## src/rtl/mdll_divider_counter.sv

```systemverilog
// MDLL feedback divider: M-frame position counter, N divider, and injection-alignment lock detector.
// All outputs come straight from flops; reset is synchronous active-low.
module mdll_divider_counter #(
  parameter int unsigned NW       = 4,
  parameter int unsigned LOCK_CNT = 4
) (
  input  logic          clk,
  input  logic          rst_n,
  input  logic          en,
  input  logic [1:0]    M,
  input  logic [NW-1:0] N,
  input  logic [1:0]    Sel,
  output logic [1:0]    M_counter,
  output logic          DIV_M,
  output logic          DIV_N,
  output logic          lock
);

  localparam logic [2:0] LOCK_MAX = 3'(LOCK_CNT);

  logic [1:0]    m_eff;
  logic [NW-1:0] n_eff;
  logic [NW-1:0] n_half;
  logic [NW-1:0] n_cnt;
  logic [NW-1:0] n_cnt_d;
  logic [1:0]    m_cnt_d;
  logic [2:0]    lock_cnt;
  logic [2:0]    lock_cnt_d;
  logic          inj;

  // Next-state computation; the injection cycle counts as frame position 1.
  always_comb begin
    m_eff      = (M == 2'd0) ? 2'd1 : M;
    n_eff      = (N == '0) ? NW'(1) : N;
    n_half     = n_eff >> 1;
    inj        = (Sel == 2'b00);
    m_cnt_d    = M_counter;
    n_cnt_d    = n_cnt;
    lock_cnt_d = lock_cnt;

    if (inj) begin
      m_cnt_d = (m_eff == 2'd1) ? 2'd1 : 2'd2;
    end else if (M_counter >= m_eff) begin
      m_cnt_d = 2'd1;
    end else begin
      m_cnt_d = M_counter + 2'd1;
    end

    if (n_cnt >= n_eff - NW'(1)) begin
      n_cnt_d = '0;
    end else begin
      n_cnt_d = n_cnt + NW'(1);
    end

    if (inj) begin
      if (M_counter != 2'd1) begin
        lock_cnt_d = 3'd0;
      end else if (lock_cnt < LOCK_MAX) begin
        lock_cnt_d = lock_cnt + 3'd1;
      end
    end
  end

  // State and output registers; en low freezes everything.
  always_ff @(posedge clk) begin
    if (!rst_n) begin
      M_counter <= 2'd1;
      DIV_M     <= 1'b1;
      n_cnt     <= '0;
      DIV_N     <= (n_eff == NW'(1));
      lock_cnt  <= 3'd0;
      lock      <= 1'b0;
    end else if (en) begin
      M_counter <= m_cnt_d;
      DIV_M     <= (m_cnt_d == 2'd1);
      n_cnt     <= n_cnt_d;
      DIV_N     <= (n_cnt_d >= n_half);
      lock_cnt  <= lock_cnt_d;
      lock      <= (lock_cnt_d == LOCK_MAX);
    end
  end

endmodule

```

## config.mk

```make
export PLATFORM = sky130hd
export DESIGN_NAME = mdll_divider_counter
export DESIGN_NICKNAME = d
export VERILOG_FILES = /design/src/rtl/mdll_divider_counter.sv
export SDC_FILE = /design/constraint.sdc
export NUM_CORES = 1
export LEC_CHECK = 0
export BUFFER_PORTS_ARGS = -buffer_cell sky130_fd_sc_hd__buf_2
export CAP_MARGIN = 20
export CORE_MARGIN = 2
export CORE_UTILIZATION = 54
export DETAILED_ROUTE_END_ITERATION = 8
export PLACE_DENSITY = 0.77
export SYNTH_ARGS = -nofsm -noshare
export SYNTH_HDL_FRONTEND = slang
export SYNTH_SLANG_ARGS = --single-unit
```

## constraint.sdc

```tcl
create_clock -name clk -period 3.7 [get_ports clk]
set_input_delay 0.74 -clock clk [delete_from_list [all_inputs] [get_ports clk]]
set_output_delay 0.74 -clock clk [all_outputs]
set_load 0.03 [all_outputs]
```

After elaboration in Yosys (flattened, before gate mapping)
Index checks and enable logic that the tools add are counted.
{ "word_totals": {"wordCells": 34, "output_inout_bits": 5, "regBits": 12} }
{ "op_classes": {"mux": 11, "reduce_logical": 3, "n_eq_ne": 6, "addsub": 4, "n_lt_le_gt_ge": 4} }
{ "op_table": {"columns": ["operator", "count"], "rows": [
  ["two-way mux 3 bit", 3],
  ["two-way mux 2 bit", 4],
  ["two-way mux 4 bit", 2],
  ["adder 4 x 1 -> 4 bit, second input constant", 1],
  ["equality test 2 x 1 -> 1 bit, second input constant", 2],
  ["equality test 4 x 1 -> 1 bit, second input constant", 1],
  [">= comparator 4 x 3 -> 1 bit", 1],
  [">= comparator 4 bit", 1],
  ["logical NOT 2 bit", 2],
  ["logical NOT 4 bit", 1],
  ["!= test 2 x 1 -> 1 bit, second input constant", 2],
  ["subtractor 4 x 1 -> 4 bit, second input constant", 1],
  ["adder 3 x 1 -> 3 bit, second input constant", 1],
  ["equality test 3 bit, second input constant", 1],
  ["< comparator 3 bit, second input constant", 1],
  ["adder 2 x 1 -> 2 bit, second input constant", 1],
  [">= comparator 2 bit", 1],
  ["two-way mux 1 bit", 2]
]} }

Depth between registers and ports, before layout
Gate-level depths: netlist of the first run.
{ "logic_depth": {"ltp_word": 8, "depth_mapped": 14, "mapped_depth_nobuf": 14} }

Worst setup path after synthesis of the first run
OpenSTA, ideal clock, no wires.
{ "synth_path": {"path_kind": "in2reg", "startpoint": "input port N[3]", "endpoint": "register DIV_N (data pin)", "setup_ps": 264, "n_path_buf": 0, "cell_stages": 14, "path_slack_ps": 316, "t_required_ps": 3436, "t_arrival_ps": 3120, "path_cell_list": "nor3_1 or2_2 ha_1 inv_1 ha_1 o211a_1 o41ai_4 nand2_2 or2_1 ha_1 nand2b_1 a21o_1 a21oi_1 a31oi_1"} }
{ "synth_between": {"elab_chain_len": 8, "word_cells_on_any_way": 9} }
{ "synth_rtl": {"columns": ["item", "line", "text"], "rows": [
  ["from (decl)", "11", "input logic [NW-1:0] N,"],
  ["logical NOT 4 bit", "34", "n_eff = (N == '0) ? NW'(1) : N;"],
  ["two-way mux 4 bit *", "34", null],
  ["subtractor 4 x 1 -> 4 bit", "49", "if (n_cnt >= n_eff - NW'(1)) begin"],
  [">= comparator 4 bit", "49", null],
  ["two-way mux 4 bit", "49", null],
  [">= comparator 4 x 3 -> 1 bit", "77", "DIV_N <= (n_cnt_d >= n_half);"],
  ["two-way mux 1 bit", "73", "end else if (en) begin"],
  ["two-way mux 1 bit *", "66", "if (!rst_n) begin"],
  ["to (signal assigned)", "70", "DIV_N <= (n_eff == NW'(1));"],
  ["to (signal assigned)", "77", null],
  ["to (decl)", "15", "output logic DIV_N,"]
]} }
Every way passes the cells marked *; elsewhere a longest branch is shown, timed or not. The select of a mux whose other input is x is not followed.
A chain may end at the register's enable or synchronous reset.

Worst setup path after layout of the first run
Same ends and word-level chain as after synthesis.

==> results of run 1 <==
==> kinds of logic after synthesis <==
group / after synthesis / share of synthesized area (%)
AOI/OAI and AO/OA: 28 / 24.8
xor gates and xnor gates: 2 / 1.88
and+or+nand+nor: 39 / 24.4
DFF: 12 / 26.9
buffers and inverters: 14 / 5.92
adders and majority gates: 12 / 16.2
==> registers in the layout, indices dropped and copies added, names as in the netlist <==
name	cells
n_cnt	4
lock_cnt	3
M_counter	2
DIV_M	1
DIV_N	1
lock	1
==> cell type report <==
class | count | area, µm²
well taps | 16 | 20.0
flip-flops and latches | 12 | 250
inverters | 9 | 33.8
fillers | 133 | 512
clock buffers | 4 | 36.3
repair buffers | 16 | 82.6
multi-input cells | 81 | 624
==> path summary, 6_finish.rpt <==
check,from,endpoint,slack (ps),cells after the start
worst max register to register,n_cnt[3]$_SDFFE_PN0P_,DIV_N$_DFFE_PP_,1320,9
worst min-delay path,DIV_M$_SDFFE_PN1P_,DIV_M$_SDFFE_PN1P_,530,2
worst max-delay path,N[3],DIV_N$_DFFE_PP_,350,15
worst min register to register,DIV_M$_SDFFE_PN1P_,DIV_M$_SDFFE_PN1P_,530,2
==> power breakdown <==
part           leakage (nW)  total [mW]  internal (mW)  switching, mW
logic                 0.387      0.0925         0.0423         0.0502
clock network        0.0210       0.103         0.0598         0.0433
registers             0.101       0.147          0.139        0.00768
total                 0.508       0.342          0.241          0.101
==> cells in the final DEF, fill, tap and decap left out, types with 2 or more instances in the layout <==
cell type,n
sky130_fd_sc_hd__nand2_1,5
sky130_fd_sc_hd__nand3_1,4
sky130_fd_sc_hd__xnor2_1,2
sky130_fd_sc_hd__ha_1,12
sky130_fd_sc_hd__nand3b_1,4
sky130_fd_sc_hd__o21ai_0,4
sky130_fd_sc_hd__buf_2,15
sky130_fd_sc_hd__a31oi_1,3
sky130_fd_sc_hd__a21oi_1,3
sky130_fd_sc_hd__o221ai_1,2
sky130_fd_sc_hd__dfxtp_1,11
sky130_fd_sc_hd__clkbuf_4,3
sky130_fd_sc_hd__nor2_1,5
sky130_fd_sc_hd__nand2b_1,6
sky130_fd_sc_hd__nor2b_1,2
sky130_fd_sc_hd__a21boi_0,2
sky130_fd_sc_hd__nor3_1,2
sky130_fd_sc_hd__o211a_1,2
sky130_fd_sc_hd__inv_1,9
sky130_fd_sc_hd__and2_1,2
sky130_fd_sc_hd__a21boi_1,2
==> metrics by stage <==
stage / worst slack (ps) / std cells / utilization (%) / instance area [µm²] / total power [mW]
global route: 136 / 138 / 67.2 / 1050 / 0.365
global placement: 79.2 / 134 / 64.8 / 1010 / 0.239
floorplan: 316 / 107 / - / 930 / 0.217
detailed placement: 42.5 / 134 / 64.8 / 1010 / 0.242
CTS: 321 / 138 / 67.2 / 1050 / 0.346
finish: 353 / 138 / 67.2 / 1050 / 0.342
==> routing by layer <==
| layer | part of all wire, % | track usage (%) |
|---|---|---|
| met1 | 49 | 26.2 |
| met2 | 46 | 29.6 |
| met3 | 4.4 | 5.95 |
| met4 | 0 | 0 |
| met5 | 0 | 0 |
==> tightest hold or removal path, delay by kind of cell, from the launching register on <==
| family | cells | cell delay, ps |
|---|---|---|
| flip-flops | 1 | 310 |
| buffers and inverters | 1 | 50 |
| AO/OA/AOI/OAI | 1 | 110 |
==> results.md, run 1 <==
* Outcome: complete, no violations
* Effective utilization at floorplan at 59.6%
* Cell count after synthesis at 107
* Final clock skew at 0.340 ps
* Worst voltage drop across the vdd grid at 0.244 mV
* Count of unresolved DRC violations after routing at 0
* Post-CTS resize count at 0
* Total negative setup slack at 0 ps
* Setup violators final at 0
* Buffering stage count on the worst path with inverters included at 2
* Cell with the most instances on the worst path: sky130_fd_sc_hd__ha_1
* Area fraction of the dominant cell type after synthesis at 23.7%
* Critical Path Start Type: input pin
* Total number of placement rows at 14
* Max_slew headroom at 74.1%
* Slowest cell on the critical path: sky130_fd_sc_hd__nor3_1
* Number of H-tree branching levels at 1
* Total count of hold-check failures in the final report at 0
* Area Growth Syn to Fin at 12.7%
* Number of buffers added to fix hold violations after cts at 0
* Dominant synthesized flop cell: sky130_fd_sc_hd__dfxtp_1
* Total wire length after detailed routing at 1.70 mm
* Number of placed I/O pins at 16
* Power per standard cell area at 327 nW/µm²
* Final nets at 146
* Die boundary width at 45.5 µm
* Highest fanout seen on the critical path at 4
* Longest individual stage delay on the worst path at 360 ps
* CTS sink count at 12
* Clock slew seen by the registers of the worst setup and hold paths at 70 ps
* Routability congestion estimate at 0.804
* Sequential fraction of the synthesis area at 26.9%
* Hold slack final at 528 ps
* Post-synthesis instance area at 930 µm²
* First-pass GRT wire length at 2.88 mm
* Number of search-and-repair iterations in the first detailed-routing pass at 4
* Final worst path period share at 90.5%
* Die Height at 45.5 µm
* Leading post-synthesis cells by cell area: sky130_fd_sc_hd__dfxtp_1 (24%), sky130_fd_sc_hd__ha_1 (16%), sky130_fd_sc_hd__nand2b_1 (4.0%)
* Clock Tree Buf Depth at 2
* Number of clock buffers inserted by TritonCTS at 3
* Register bit total from synthesis at 12
* Global Route Usage Sum at 18.6%
* Count of max-cap constraint violations at 0
* Post-synth top cells: sky130_fd_sc_hd__ha_1 (12), sky130_fd_sc_hd__dfxtp_1 (11), sky130_fd_sc_hd__inv_1 (9)
* Count of flip-flops with a built-in enable after synthesis at 1
* Worst Setup Path Type: in2reg
* Biggest area consumer among synthesized cells: sky130_fd_sc_hd__dfxtp_1
* Unrepaired setup endpoints after global routing: no
* Wire length per cell after detailed routing at 12.3 µm
* Yosys warning count at 0
* Top-count cell post-synth: sky130_fd_sc_hd__ha_1
* Via count at 793
* Cells traversed along the worst timing path: buf_2 -> nor3_1 -> or2_2 -> ha_1 -> inv_1 -> ha_1 -> o211a_1 -> o41ai_4 -> nand2_2 -> or2_1 -> ha_1 -> nand2b_1 -> a21o_1 -> a21oi_1 -> a31oi_1
* Clock network latency to the later pin of the worst-skew pair at 270 ps
* Element type at the critical path end: flip-flop
* Library cells used by synthesis at 41
* Global route total overflow at 0
* Class of the tightest hold or removal check: reg2reg
* Root buffer cell: sky130_fd_sc_hd__clkbuf_4
* Drt first-iter violations at 5
* Post-CTS Setup Inserts at 0
* Static power due to leakage at 0.508 nW
* Antenna Cells at 0
* Post-synthesis area per instance at 8.69 µm²
* Kind of cell adding the most delay to the critical path: simple AND/OR/NAND/NOR gates
* Antenna violations before repair at 0
* HPWL reported at the end of detailed placement at 1.33 mm
* Fin crit period at 3350 ps
* Data required time at the worst endpoint at 3710 ps
* Antenna viol nets, final at 0
* Async set-reset flop share out of synthesis at 0%
* Maximum number of pins on one net before global-route repair at 21
* Peak clock frequency supported by timing at 0.299 GHz
* Via count of the first global-routing pass at 702
* Die area at 2070 µm²
* Post-Synthesis Net Count at 130
* Fraction of layout cells with a size suffix above 1 at 23.0%
* Critical path data arrival time at 3350 ps
* Max-slew violation count at 0
* TritonCTS clock tree: built
* Area of the core region at 1560 µm²
* Worst Tran Pin Value at 385 ps
* Number of buffers inserted by port buffering at 15
* Drt via density at 5.75
No activity file was read; power rests on OpenSTA's default activity.
==> run 2: changes to the inputs <==
--- a/config.mk
+++ b/config.mk
@@ -11,6 +11,7 @@
 export CORE_UTILIZATION = 54
 export DETAILED_ROUTE_END_ITERATION = 8
 export PLACE_DENSITY = 0.77
+export REMOVE_ABC_BUFFERS = 1
 export SYNTH_ARGS = -nofsm -noshare
 export SYNTH_HDL_FRONTEND = slang
 export SYNTH_SLANG_ARGS = --single-unit
==> results.md, run 2 (same netlist as run 1, synthesis figures left out) <==
* Outcome: complete, no violations (unchanged)
* Clock slew seen by the registers of the worst setup and hold paths at 80 ps (was 70 ps)
* Switching power at 0.105 mW (was 0.101 mW)
* Antenna violations before repair at 0 (unchanged)
* Post-CTS Setup Inserts at 0 (unchanged)
* Effective utilization at floorplan at 59.6% (unchanged)
* Static power due to leakage at 0.508 nW (unchanged)
* Most frequent cells in the layout: sky130_fd_sc_hd__buf_2 (15), sky130_fd_sc_hd__ha_1 (12), sky130_fd_sc_hd__dfxtp_1 (11) (unchanged)
* Combinational share of power at 26.5% (was 27.0%)
* Slack of the worst reg-to-reg path at 1350 ps (was 1320 ps)
* Max-slew violation count at 0 (unchanged)
* Drt first-iter violations at 6 (was 5)
* Depth of the worst hold-timing path at 2 (unchanged)
* Number of placed I/O pins at 16 (unchanged)
* Critical Path Start Type: input pin (unchanged)
* Element type at the critical path end: flip-flop (unchanged)
* Worst voltage drop across the vdd grid at 0.231 mV (was 0.244 mV)
* Die area at 2070 µm² (unchanged)
* Root buffer cell: sky130_fd_sc_hd__clkbuf_4 (unchanged)
* Number of search-and-repair iterations in the first detailed-routing pass at 4 (unchanged)
* Fin crit period at 3320 ps (was 3350 ps)
* Overall power after layout at 0.347 mW (was 0.342 mW)
* Final nets at 146 (unchanged)
* Maximum number of pins on one net before global-route repair at 21 (unchanged)
* Antenna viol nets, final at 0 (unchanged)
* Area of the core region at 1560 µm² (unchanged)
* Setup violators final at 0 (unchanged)
* Clock Tree Buf Depth at 2 (unchanged)
* Peak clock frequency supported by timing at 0.301 GHz (was 0.299 GHz)
* Cells traversed along the worst timing path: buf_2 -> nor3_1 -> or2_2 -> ha_1 -> inv_1 -> ha_1 -> o211a_1 -> o41ai_4 -> nand2_2 -> or2_1 -> ha_1 -> nand2b_1 -> a21o_1 -> a21oi_1 -> a31oi_1 (unchanged)
* Global Route Usage Sum at 21.1% (was 18.6%)
* Number of H-tree branching levels at 1 (unchanged)
* Startpoint of the worst register-to-register path: n_cnt[3]$_SDFFE_PN0P_ (unchanged)
* Path depth of the worst reg2reg path at 9 (unchanged)
* Wire length per cell after detailed routing at 12.6 µm (was 12.3 µm)
* Total negative setup slack at 0 ps (unchanged)
* Number of buffers inserted by port buffering at 15 (unchanged)
* Worst Hold Launch: DIV_M$_SDFFE_PN1P_ (unchanged)
* Die boundary width at 45.5 µm (unchanged)
* Antenna Cells at 0 (unchanged)
* Count of unresolved DRC violations after routing at 0 (unchanged)
* Worst Setup Path Type: in2reg (unchanged)
* Drt via density at 5.78 (was 5.75)
* Area Growth Syn to Fin at 12.7% (unchanged)
* Power per standard cell area at 331 nW/µm² (was 327 nW/µm²)
* Critical path data arrival time at 3350 ps (about the same)
* Number of buffers added to fix hold violations after cts at 0 (unchanged)
* Fraction of power consumed by sequential logic at 42.3% (was 42.9%)
* Top register by number of flip-flops: n_cnt (unchanged)
* Die Height at 45.5 µm (unchanged)
* Kind of cell adding the most delay to the critical path: simple AND/OR/NAND/NOR gates (unchanged)
* Proportion of power drawn by the clock network at 31.2% (was 30.1%)
* Worst Tran Pin Value at 403 ps (was 385 ps)
* Highest fanout seen on the critical path at 4 (unchanged)
* Total count of hold-check failures in the final report at 0 (unchanged)
* First-pass GRT wire length at 3.10 mm (was 2.88 mm)
* Via count of the first global-routing pass at 755 (was 702)
* Count of max-cap constraint violations at 0 (unchanged)
* Data required time at the worst endpoint at 3730 ps (was 3710 ps)
* Clock network latency to the later pin of the worst-skew pair at 290 ps (was 270 ps)
* HPWL reported at the end of detailed placement at 1.35 mm (was 1.33 mm)
* Unrepaired setup endpoints after global routing: no (unchanged)
* Biggest registers after layout: n_cnt: 4 flops, lock_cnt: 3 flops, M_counter: 2 flops (unchanged)
* Hold path endpoint: DIV_M$_SDFFE_PN1P_ (unchanged)
* Max_slew headroom at 72.9% (was 74.1%)
* Post-CTS resize count at 0 (unchanged)
* Buffering stage count on the worst path with inverters included at 2 (unchanged)
* Post-Place Worst Slack at 73.0 ps (was 42.5 ps)
* Switching share of total power at 30.4% (was 29.6%)
* CTS sink count at 12 (unchanged)
* Total wire length after detailed routing at 1.74 mm (was 1.70 mm)
* TritonCTS clock tree: built (unchanged)
* Number of clock buffers inserted by TritonCTS at 3 (unchanged)
* Minimum setup slack in the final design at 378 ps (was 353 ps)
* Most frequent standard cell in the layout excluding fill and tap cells: sky130_fd_sc_hd__buf_2 (unchanged)
* Cell with the most instances on the worst path: sky130_fd_sc_hd__ha_1 (unchanged)
* Internal Pwr Total at 0.241 mW (about the same)
* Largest register FFs at 4 (unchanged)
* Via count at 797 (was 793)
* Final clock skew at 10.4 ps (was 0.340 ps)
* Slowest cell on the critical path: sky130_fd_sc_hd__nor3_1 (unchanged)
* Capturing point of the worst reg2reg path: DIV_N$_DFFE_PP_ (unchanged)
* Routability congestion estimate at 0.804 (about the same)
* Total number of placement rows at 14 (unchanged)
* Global route total overflow at 0 (unchanged)
* Class of the tightest hold or removal check: reg2reg (unchanged)
* Longest individual stage delay on the worst path at 370 ps (was 360 ps)
* Fillers at 136 (was 133)
* Final worst path period share at 89.8% (was 90.5%)
* Fraction of layout cells with a size suffix above 1 at 23.0% (unchanged)
## run 2: cell counts in the layout (fill, tap and decap cells not counted)
No cell type changed its count.
## run 2: layout make-up
class	instances	area (µm²)	share of cell area [%]
Timing Repair Buffer	16	82.6	7.89
Multi-Input combinational cell	81	624	59.6
Tap cell	16	20.0	1.91
Sequential cell	12	250	23.9
Clock buffer	4	36.3	3.46
Inverter	9	33.8	3.23
## run 2: worst max path at each step
stage,cells after the start,end,start
finish,15,DIV_N$_DFFE_PP_,N[3]
global placement,15,DIV_N$_DFFE_PP_,N[3]
global route,15,DIV_N$_DFFE_PP_,N[3]
CTS,15,DIV_N$_DFFE_PP_,N[3]
detailed placement,15,DIV_N$_DFFE_PP_,N[3]
floorplan,14,DIV_N$_DFFE_PP_,N[3]
## run 2: metal layers
layer / global-route usage (%) / vias to the layer above / wire (µm)
met5: 0 / - / 0
met1: 25.5 / 364 / 839
met3: 5.95 / 4 / 43
met4: 8.82 / 0 / 32
li1: - / 421 / -
met2: 34.6 / 8 / 822
## run 2: power by group through the flow
stage	clock network, mW	registers [mW]	logic [mW]
after floorplan	0	0.157	0.0556
after global placement	0	0.149	0.0885
after detailed placement	0	0.150	0.0913
after CTS	0.110	0.147	0.0920
after global routing	0.118	0.148	0.104
final	0.108	0.147	0.0918
## run 2: per-stage QoR
stage / instance area, µm² / hold WS [ps] / cells / utilization, %
CTS: 1050 / 526 / 138 / 67.2
finish: 1050 / 525 / 138 / 67.2
global route: 1050 / 557 / 138 / 67.2
detailed placement: 1010 / 514 / 134 / 64.8
floorplan: 908 / 478 / 102 / -
global placement: 1010 / 506 / 134 / 64.8
## run 2: tightest hold or removal path, cell delays in order, from the launching register on
cell and delay, ps:
sky130_fd_sc_hd__dfxtp_1 310, sky130_fd_sc_hd__inv_1 50, sky130_fd_sc_hd__o221ai_1 110
